`src/rtl/gpu_command_engine.sv`:
```
// Byte-stream command engine: parses UART command packets and streams
// clipped pixel writes to the framebuffer at one pixel per clock.
module gpu_command_engine #(
   parameter int unsigned BITS_PER_PIXEL = 12,
   parameter int unsigned RESOLUTION_W   = 640,
   parameter int unsigned RESOLUTION_H   = 480,
   parameter int unsigned TIMEOUT_CYCLES = 100000
) (
   input  logic                      i_Clock,
   input  logic                      i_Reset,
   input  logic                      i_Rx_DV,
   input  logic [7:0]                i_Rx_Byte,
   output logic                      o_Write_Enable,
   output logic [31:0]               o_Write_Addr,
   output logic [BITS_PER_PIXEL-1:0] o_Write_Data,
   output logic                      o_Busy,
   output logic                      o_Done,
   output logic                      o_Error
);

   localparam int unsigned TW  = $clog2(TIMEOUT_CYCLES + 1);
   localparam logic [16:0] W17 = 17'(RESOLUTION_W);
   localparam logic [16:0] H17 = 17'(RESOLUTION_H);
   localparam logic [31:0] W32 = 32'(RESOLUTION_W);

   localparam logic [7:0] OP_SET   = 8'h01;
   localparam logic [7:0] OP_FILL  = 8'h02;
   localparam logic [7:0] OP_CLEAR = 8'h03;

   typedef enum logic [2:0] {S_IDLE, S_RECV, S_CLIP, S_EXEC, S_DONE} state_e;

   state_e                    state_q, state_d;
   logic [7:0]                op_q, op_d;
   logic [3:0]                cnt_q, cnt_d;
   logic [TW-1:0]             timer_q, timer_d;
   logic [79:0]               pay_q, pay_d;
   logic [16:0]               x_q, x_d, y_q, y_d, xs_q, xs_d, xe_q, xe_d, ye_q, ye_d;
   logic [31:0]               row_q, row_d, pix_q, pix_d;
   logic [BITS_PER_PIXEL-1:0] col_q, col_d;
   logic                      we_q, we_d, busy_q, busy_d, done_q, done_d, err_q, err_d;
   logic [31:0]               addr_q, addr_d;
   logic [BITS_PER_PIXEL-1:0] data_q, data_d;

   logic [15:0] cx0, cy0, cw, ch;
   logic [16:0] x_sum, y_sum, x_lim, y_lim, x_inc, y_inc;
   logic [3:0]  last_idx;
   logic        clip_empty;
   logic [31:0] row_c;

   // Decode packet fields and the clipped rectangle from the payload buffer
   always_comb begin
      cx0      = 16'd0;
      cy0      = 16'd0;
      cw       = 16'(RESOLUTION_W);
      ch       = 16'(RESOLUTION_H);
      last_idx = 4'd1;
      case (op_q)
         OP_SET: begin
            cx0      = pay_q[47:32];
            cy0      = pay_q[63:48];
            cw       = 16'd1;
            ch       = 16'd1;
            last_idx = 4'd5;
         end
         OP_FILL: begin
            cx0      = pay_q[15:0];
            cy0      = pay_q[31:16];
            cw       = pay_q[47:32];
            ch       = pay_q[63:48];
            last_idx = 4'd9;
         end
         default: ;
      endcase
      x_sum      = {1'b0, cx0} + {1'b0, cw};
      y_sum      = {1'b0, cy0} + {1'b0, ch};
      x_lim      = (x_sum > W17) ? W17 : x_sum;
      y_lim      = (y_sum > H17) ? H17 : y_sum;
      clip_empty = (cw == 16'd0) || (ch == 16'd0) ||
                   ({1'b0, cx0} >= W17) || ({1'b0, cy0} >= H17);
      row_c      = 32'(cy0) * W32;
      x_inc      = x_q + 17'd1;
      y_inc      = y_q + 17'd1;
   end

   // Next-state and output logic
   always_comb begin
      state_d = state_q;
      op_d    = op_q;
      cnt_d   = cnt_q;
      timer_d = timer_q;
      pay_d   = pay_q;
      x_d     = x_q;
      y_d     = y_q;
      xs_d    = xs_q;
      xe_d    = xe_q;
      ye_d    = ye_q;
      row_d   = row_q;
      pix_d   = pix_q;
      col_d   = col_q;
      we_d    = 1'b0;
      addr_d  = addr_q;
      data_d  = data_q;
      done_d  = 1'b0;
      err_d   = 1'b0;
      case (state_q)
         S_IDLE: begin
            if (i_Rx_DV) begin
               if (i_Rx_Byte == OP_SET || i_Rx_Byte == OP_FILL || i_Rx_Byte == OP_CLEAR) begin
                  op_d    = i_Rx_Byte;
                  cnt_d   = 4'd0;
                  timer_d = '0;
                  state_d = S_RECV;
               end else begin
                  err_d = 1'b1;
               end
            end
         end
         S_RECV: begin
            if (i_Rx_DV) begin
               pay_d   = {i_Rx_Byte, pay_q[79:8]};
               cnt_d   = cnt_q + 4'd1;
               timer_d = '0;
               if (cnt_q == last_idx) state_d = S_CLIP;
            end else if (timer_q == TW'(TIMEOUT_CYCLES)) begin
               err_d   = 1'b1;
               state_d = S_IDLE;
            end else begin
               timer_d = timer_q + TW'(1);
            end
         end
         S_CLIP: begin
            err_d   = i_Rx_DV;
            x_d     = {1'b0, cx0};
            xs_d    = {1'b0, cx0};
            y_d     = {1'b0, cy0};
            xe_d    = x_lim;
            ye_d    = y_lim;
            row_d   = row_c;
            pix_d   = row_c + 32'(cx0);
            col_d   = pay_q[64 +: BITS_PER_PIXEL];
            state_d = clip_empty ? S_DONE : S_EXEC;
         end
         S_EXEC: begin
            err_d  = i_Rx_DV;
            we_d   = 1'b1;
            addr_d = pix_q;
            data_d = col_q;
            if (x_inc == xe_q) begin
               if (y_inc == ye_q) begin
                  state_d = S_DONE;
               end else begin
                  y_d   = y_inc;
                  x_d   = xs_q;
                  row_d = row_q + W32;
                  pix_d = row_q + W32 + 32'(xs_q);
               end
            end else begin
               x_d   = x_inc;
               pix_d = pix_q + 32'd1;
            end
         end
         S_DONE: begin
            err_d   = i_Rx_DV;
            done_d  = 1'b1;
            state_d = S_IDLE;
         end
         default: state_d = S_IDLE;
      endcase
      busy_d = (state_d != S_IDLE);
   end

   // State and registered outputs
   always_ff @(posedge i_Clock or negedge i_Reset) begin
      if (!i_Reset) begin
         state_q <= S_IDLE;
         op_q    <= '0;
         cnt_q   <= '0;
         timer_q <= '0;
         pay_q   <= '0;
         x_q     <= '0;
         y_q     <= '0;
         xs_q    <= '0;
         xe_q    <= '0;
         ye_q    <= '0;
         row_q   <= '0;
         pix_q   <= '0;
         col_q   <= '0;
         we_q    <= 1'b0;
         addr_q  <= '0;
         data_q  <= '0;
         busy_q  <= 1'b0;
         done_q  <= 1'b0;
         err_q   <= 1'b0;
      end else begin
         state_q <= state_d;
         op_q    <= op_d;
         cnt_q   <= cnt_d;
         timer_q <= timer_d;
         pay_q   <= pay_d;
         x_q     <= x_d;
         y_q     <= y_d;
         xs_q    <= xs_d;
         xe_q    <= xe_d;
         ye_q    <= ye_d;
         row_q   <= row_d;
         pix_q   <= pix_d;
         col_q   <= col_d;
         we_q    <= we_d;
         addr_q  <= addr_d;
         data_q  <= data_d;
         busy_q  <= busy_d;
         done_q  <= done_d;
         err_q   <= err_d;
      end
   end

   assign o_Write_Enable = we_q;
   assign o_Write_Addr   = addr_q;
   assign o_Write_Data   = data_q;
   assign o_Busy         = busy_q;
   assign o_Done         = done_q;
   assign o_Error        = err_q;

endmodule

```
`config.mk`:
```
export PLATFORM = sky130hd
export DESIGN_NAME = gpu_command_engine
export DESIGN_NICKNAME = d
export VERILOG_FILES = /design/src/rtl/gpu_command_engine.sv
export SDC_FILE = /design/constraint.sdc
export NUM_CORES = 1
export LEC_CHECK = 0
export ABC_AREA = 1
export CAP_MARGIN = 20
export CORE_ASPECT_RATIO = 0.7
export CORE_MARGIN = 10
export CORE_UTILIZATION = 35
export DETAILED_ROUTE_END_ITERATION = 6
export PLACE_DENSITY = 0.54
export SYNTH_ARGS = -nofsm -noshare
export SYNTH_HDL_FRONTEND = slang
export SYNTH_SLANG_ARGS = --single-unit
```
`constraint.sdc`:
```
create_clock -name i_Clock -period 5.4 [get_ports i_Clock]
set_clock_uncertainty 0.1 [all_clocks]
set_input_delay 0.54 -clock i_Clock [delete_from_list [all_inputs] [get_ports i_Clock]]
set_output_delay 0.54 -clock i_Clock [all_outputs]
set_load 0.05 [all_outputs]
```
# Word level (Yosys, flattened, before mapping)
# Cells that the tools add are included.
[word_totals]
reg_bits = 320
output_inout_bits = 48
[classes]
n_addsub = 10
multipliers = 1
n_lt_le_gt_ge = 4
n_eq_ne = 20
n_mux = 44
n_reduce_logical = 18
[op_table]
columns = ["cell", "n"]
rows = [
  ["2-to-1 mux 17 bit", 10],
  ["2-to-1 mux 32 bit", 4],
  ["one-hot mux 16 bit (2 select lines)", 4],
  ["one-hot mux 32 bit (2 select lines)", 2],
  ["one-hot mux 17 bit (2 select lines)", 3],
  ["adder 17 x 1 -> 17 bit (second input constant)", 3],
  ["adder 16 x 16 -> 17 bit", 2],
  ["equality test 17 bit", 2],
  ["adder 32 x 1 -> 32 bit (second input constant)", 1],
  ["adder 32 x 10 -> 32 bit (second input constant)", 1],
  ["adder 32 x 16 -> 32 bit", 1],
  ["logical NOT 16 bit", 2],
  ["adder 26 x 16 -> 27 bit", 1],
  ["equality test 8 x 2 -> 1 bit (second input constant)", 3],
  ["2-to-1 mux 3 bit", 8],
  ["multiplier 16 x 3 -> 19 bit (second input constant)", 1],
  ["equality test 17 bit (second input constant)", 1],
  ["> comparator 17 x 10 -> 1 bit (second input constant)", 1],
  ["> comparator 17 x 9 -> 1 bit (second input constant)", 1],
  ["equality test 8 x 1 -> 1 bit (second input constant)", 2],
  ["greater-or-equal comparator 16 x 10 -> 1 bit (second input constant)", 1],
  ["greater-or-equal comparator 16 x 9 -> 1 bit (second input constant)", 1],
  ["one-hot mux 4 bit (2 select lines)", 2],
  ["2-to-1 mux 4 bit", 3],
  ["18 further kinds", 37],
]

# Logic depth before layout (Yosys ltp)
[logic_depth]
word_depth = 9
mapped_depth = 31
ltp_nobuf = 28

# Worst setup path before layout
# OpenSTA, ideal clock, no wires.
[synth_timing]
kind = "reg2reg"
startpoint = "register op_q[2]"
endpoint = "register pix_q[24]"
t_arrival_ns = 4.380
path_slack_ns = 0.803
path_stages_with_launch = 30
n_path_buf = 3
path_cell_list = "dfrtp_1 > inv_1 > nand2_1 > nor2_1 > nand2_1 > clkbuf_1 > clkbuf_1 > buf_1 > o22ai_1 > ha_1 > ha_1 > fa_1 > nand2_1 > nand2_1 > o21ai_0 > xnor2_1 > ha_1 > nand2_1 > nor2_1 > nand3_1 > o2111ai_1 > nand3_1 > nor2_1 > nand2_1 > nor2_1 > nand2_1 > nand2_1 > nand2_1 > nand2_1 > nand2_1"
[synth_between]
elab_chain_cells = 5
elab_cells_between_ends = 7
classes_between = "add/sub: 1; mul: 1; eq/ne: 2; mux: 3"
[synth_lines]
columns = ["element", "line", "rtl"]
rows = [
  ["from (decl)", "33", "logic [7:0] op_q, op_d;"],
  ["from (signal assigned)", "196", "op_q <= op_d;"],
  ["equality test 8 x 2 -> 1 bit or equality test 8 x 1 -> 1 bit (tied branches)", "57", "case (op_q)"],
  ["one-hot mux 16 bit (2 select lines)", "57", ""],
  ["multiplier 16 x 3 -> 19 bit", "80", "row_c = 32'(cy0) * W32;"],
  ["adder 26 x 16 -> 27 bit *", "139", "pix_d = row_c + 32'(cx0);"],
  ["one-hot mux 32 bit (2 select lines) *", "105", "case (state_q)"],
  ["to (signal assigned)", "206", "pix_q <= pix_d;"],
  ["to (decl)", "38", "logic [31:0] row_q, row_d, pix_q, pix_d;"],
]
# Mark *: on every way between the ends. The rest lies on a longest branch, timed or not.
# A chain may end at the register's enable or synchronous reset.

# Final worst setup path
[layout_timing]
startpoint = "register op_q[4]"
endpoint = "register pix_q[24]"
# Same word-level chain as after synthesis.

==> impl_metrics.csv <==
group,metric,value,unit
logic_synthesis,synth_commonest_cells,"1039 x nand2_1, 387 x inv_1, 313 x dfrtp_1",
cts,cts_sinks,313,
floorplanning,die_w,312.5,um
logic_synthesis,netlist.area_leader.share,37.36,%
routing,routed_via_density,5.101,
min_path,hp-class,"in2async",
critical_path,r2r_end,"pix_q[24]$_DFFE_PN0P_",
outcome,violations,"negative hold slack",
sta,setup_violations,0,
power,irDropWorstVdd,0.0002087,V
cts,postCtsSetupRepairBufs,0,
sta,maxSlewHeadroom,35.24,%
logic_synthesis,synth_edf_count,0,
sta,hold_ws,-71.27,ps
critical_path,r2r_start,"op_q[4]$_DFFE_PN0P_",
job,drv_cap,0,
logic_synthesis,syn_area,20960,um^2
logic_synthesis,synthArstFlopShare,100.0,%
floorplanning,initial_utilization,35.66,%
global_routing,grt_max_degree,114,
sta,worst_pin_slew,971.5,ps
sta,setup_ws,580.3,ps
floorplanning,rows,74,
logic_synthesis,syn-instance-count,3082,
logic_synthesis,yosys_warnings,0,
placed_design,dp_hpwl,48.93,mm
global_routing,overflow,0,
sta,fmax,0.2075,GHz
critical_path,cp-startpoint,"op_q[4]$_DFFE_PN0P_",
routing,dr.pass1.iters,5,
logic_synthesis,avgSynthCellArea,6.802,um^2
sta,rsz0062_at_grt,"false",
critical_path,r2r_setup_slack,580,ps
sta,hold_violations,23,
routing,vias,20082,
critical_path,worst-setup-path-type,"reg2reg",
global_routing,grt_pass1_wl,106.5,mm
power,total_power,5.211,mW
cts,hold_buffers,0,
logic_synthesis,yosysMostFrequentCell,"nand2_1",
cts,clock_path_buffers,3,
routing,drt_iter0_drc,1703,
cts,cts_tree,"yes",
sta,drv_slew,0,
cts,cts_root_buffer,"clkbuf_16",
floorplanning,core,58790,um^2
routing,drc,0,
placed_design,dp_slack,694.0,ps
placed_design,gp_congestion,0.9233,
sta,setup_tns,0,ps
logic_synthesis,yosysTopAreaCell,"dfrtp_1",
outcome,outcome,"complete, but fails checks",
sta,fin_crit,4820,ps
floorplanning,die_h,224.8,um
sta,min_period_over_period,89.25,%
logic_synthesis,synthTopCellsByArea,"dfrtp_1 37%, nand2_1 19%, inv_1 6.9%",
logic_synthesis,yosysSeqAreaShare,37.36,%
routing,wl_per_cell,16.86,um
finish,syn_to_final_growth,12.96,%
placed_design,port-buffer-count,58,
critical_path,reg2reg_depth,27,
cts,clk_latency,570,ps
finish,drive_above_1_share,4.047,%
finish,multiInputGateArea,11260,um^2
logic_synthesis,yosysUniqueCellTypes,51,
global_routing,track_usage,18.55,%
critical_path,critPathArrivalTime,5170,ps
cts,cts_buffers,38,
floorplanning,dieArea,70240,um^2
logic_synthesis,synthFlopType,"dfrtp_1",
routing,drt-total-wl,66.38,mm
global_routing,grt_pass1_vias,18893,
critical_path,path_max_fanout,32,
cts,clk_pin_slew_worst_paths,60,ps
cts,htreeDepth,2,
logic_synthesis,syn_nets,3181,
critical_path,crit_path_end_kind,"register",
critical_path,required,5760,ps
cts,cts.repair.resized,0,
critical_path,start_kind,"register",
finish,fillers,6145,
power,powerDensity,220.1,nW/um^2
routing,detail-route-antenna-nets,0,
logic_synthesis,synth-seq-cells,313,
finish,fin_nets,3209,
floorplanning,num_io_pins,59,
finish,regArea,7833,um^2
global_routing,grt_antenna_before_repair,0,
power,p_leak,12.06,nW
[routing by layer]
metal / vias to the layer above / track usage [%] / routed length, um
li1: 9914 / - / -
met1: 9536 / 29.21 / 35040
met3: 77 / 3.069 / 4139
met2: 555 / 25.60 / 26050
met4: 0 / 4.187 / 1152
met5: - / 0 / 0
[registers in the layout (all words and copies together), names as in the netlist, 3 cells and up]
| register | flops |
|---|---|
| cnt_q | 4 |
| row_q | 25 |
| pay_q | 80 |
| timer_q | 17 |
| o_Write_Addr | 32 |
| xe_q | 17 |
| pix_q | 32 |
| col_q | 12 |
| y_q | 17 |
| ye_q | 17 |
| state_q | 3 |
| o_Write_Data | 12 |
| x_q | 17 |
| op_q | 8 |
| xs_q | 16 |
[worst max-delay path by stage]
stage                     slack (ps)                     to  depth (start not counted)
final                            580  pix_q[24]$_DFFE_PN0P_                         27
after global placement           810  pix_q[24]$_DFFE_PN0P_                         26
after global routing              40  pix_q[24]$_DFFE_PN0P_                         25
after detailed placement         690  pix_q[24]$_DFFE_PN0P_                         26
after CTS                        680  pix_q[25]$_DFFE_PN0P_                         27
after floorplan                  800  pix_q[24]$_DFFE_PN0P_                         29
[worst max-delay path, cell delays in order, from the launching register on]
cell and delay, ps:
dfrtp_1 400, inv_1 60, nand2_1 50, nor2_1 250, nand2_1 250, buf_4 330
o22ai_1 440, nand2_1 140, inv_1 100, nor2_1 50, ha_1 360, a21oi_1 190
nand2_1 110, xor2_1 190, ha_1 330, nand2_1 80, nor2_1 130, nand3_1 100
o2111ai_1 190, nand3_1 130, nor2_1 240, nand2_1 130, nor2_1 100, nand2_1 50
nand2_1 60, nand2_1 50, nand2_1 50, nand2_1 40
[through the flow]
stage / area (um^2) / util (%) / hold WS (ps) / cells
after floorplan: 20960 / - / 144.4 / 3082
after global placement: 22400 / 38.11 / 349.9 / 3868
after detailed placement: 22400 / 38.11 / 359.7 / 3868
after CTS: 23680 / 40.27 / 5.181 / 3936
after global routing: 23680 / 40.27 / 14.44 / 3936
final: 23680 / 40.28 / -71.27 / 3937
[area by class of cell]
class,instances,share of cell area (%)
Inverter,390,6.193
Multi-Input combinational cell,2277,47.53
Sequential cell,313,33.08
Timing Repair Buffer,90,3.593
Tap cell,798,4.216
Antenna cell,1,0.01057
Clock inverter,14,0.8507
Clock buffer,54,4.528
[cells in the final DEF (no fill, tap or decap), drive strengths merged, types with 7 or more instances in the layout]
cell type	n
nand2	1042
buf	33
nor3	51
or2	17
o21bai	7
dfrtp	313
clkbuf	54
nor2	249
clkdlybuf4s50	57
nor4	12
clkinv	8
nand3b	15
nand4	47
a21o	8
nand3	260
xor2	79
a21oi	80
o21ai	228
ha	84
inv	390
o21a	9
o22ai	33
xnor2	20
[where the power goes]
part | internal (mW) | switching (mW)
clock | 1.58 | 1.10
combinational | 0.0294 | 0.102
sequential | 2.38 | 0.0202
total | 3.99 | 1.22
[cell families after synthesis]
group	after synthesis	share of synthesized area, %
simple gates	1698	33.69
xor+xnor	99	4.172
compound gates	392	10.26
buf+inv	492	9.126
fa+ha+maj	88	5.395
flops	313	37.36
Power figures use the tool's default switching activity.
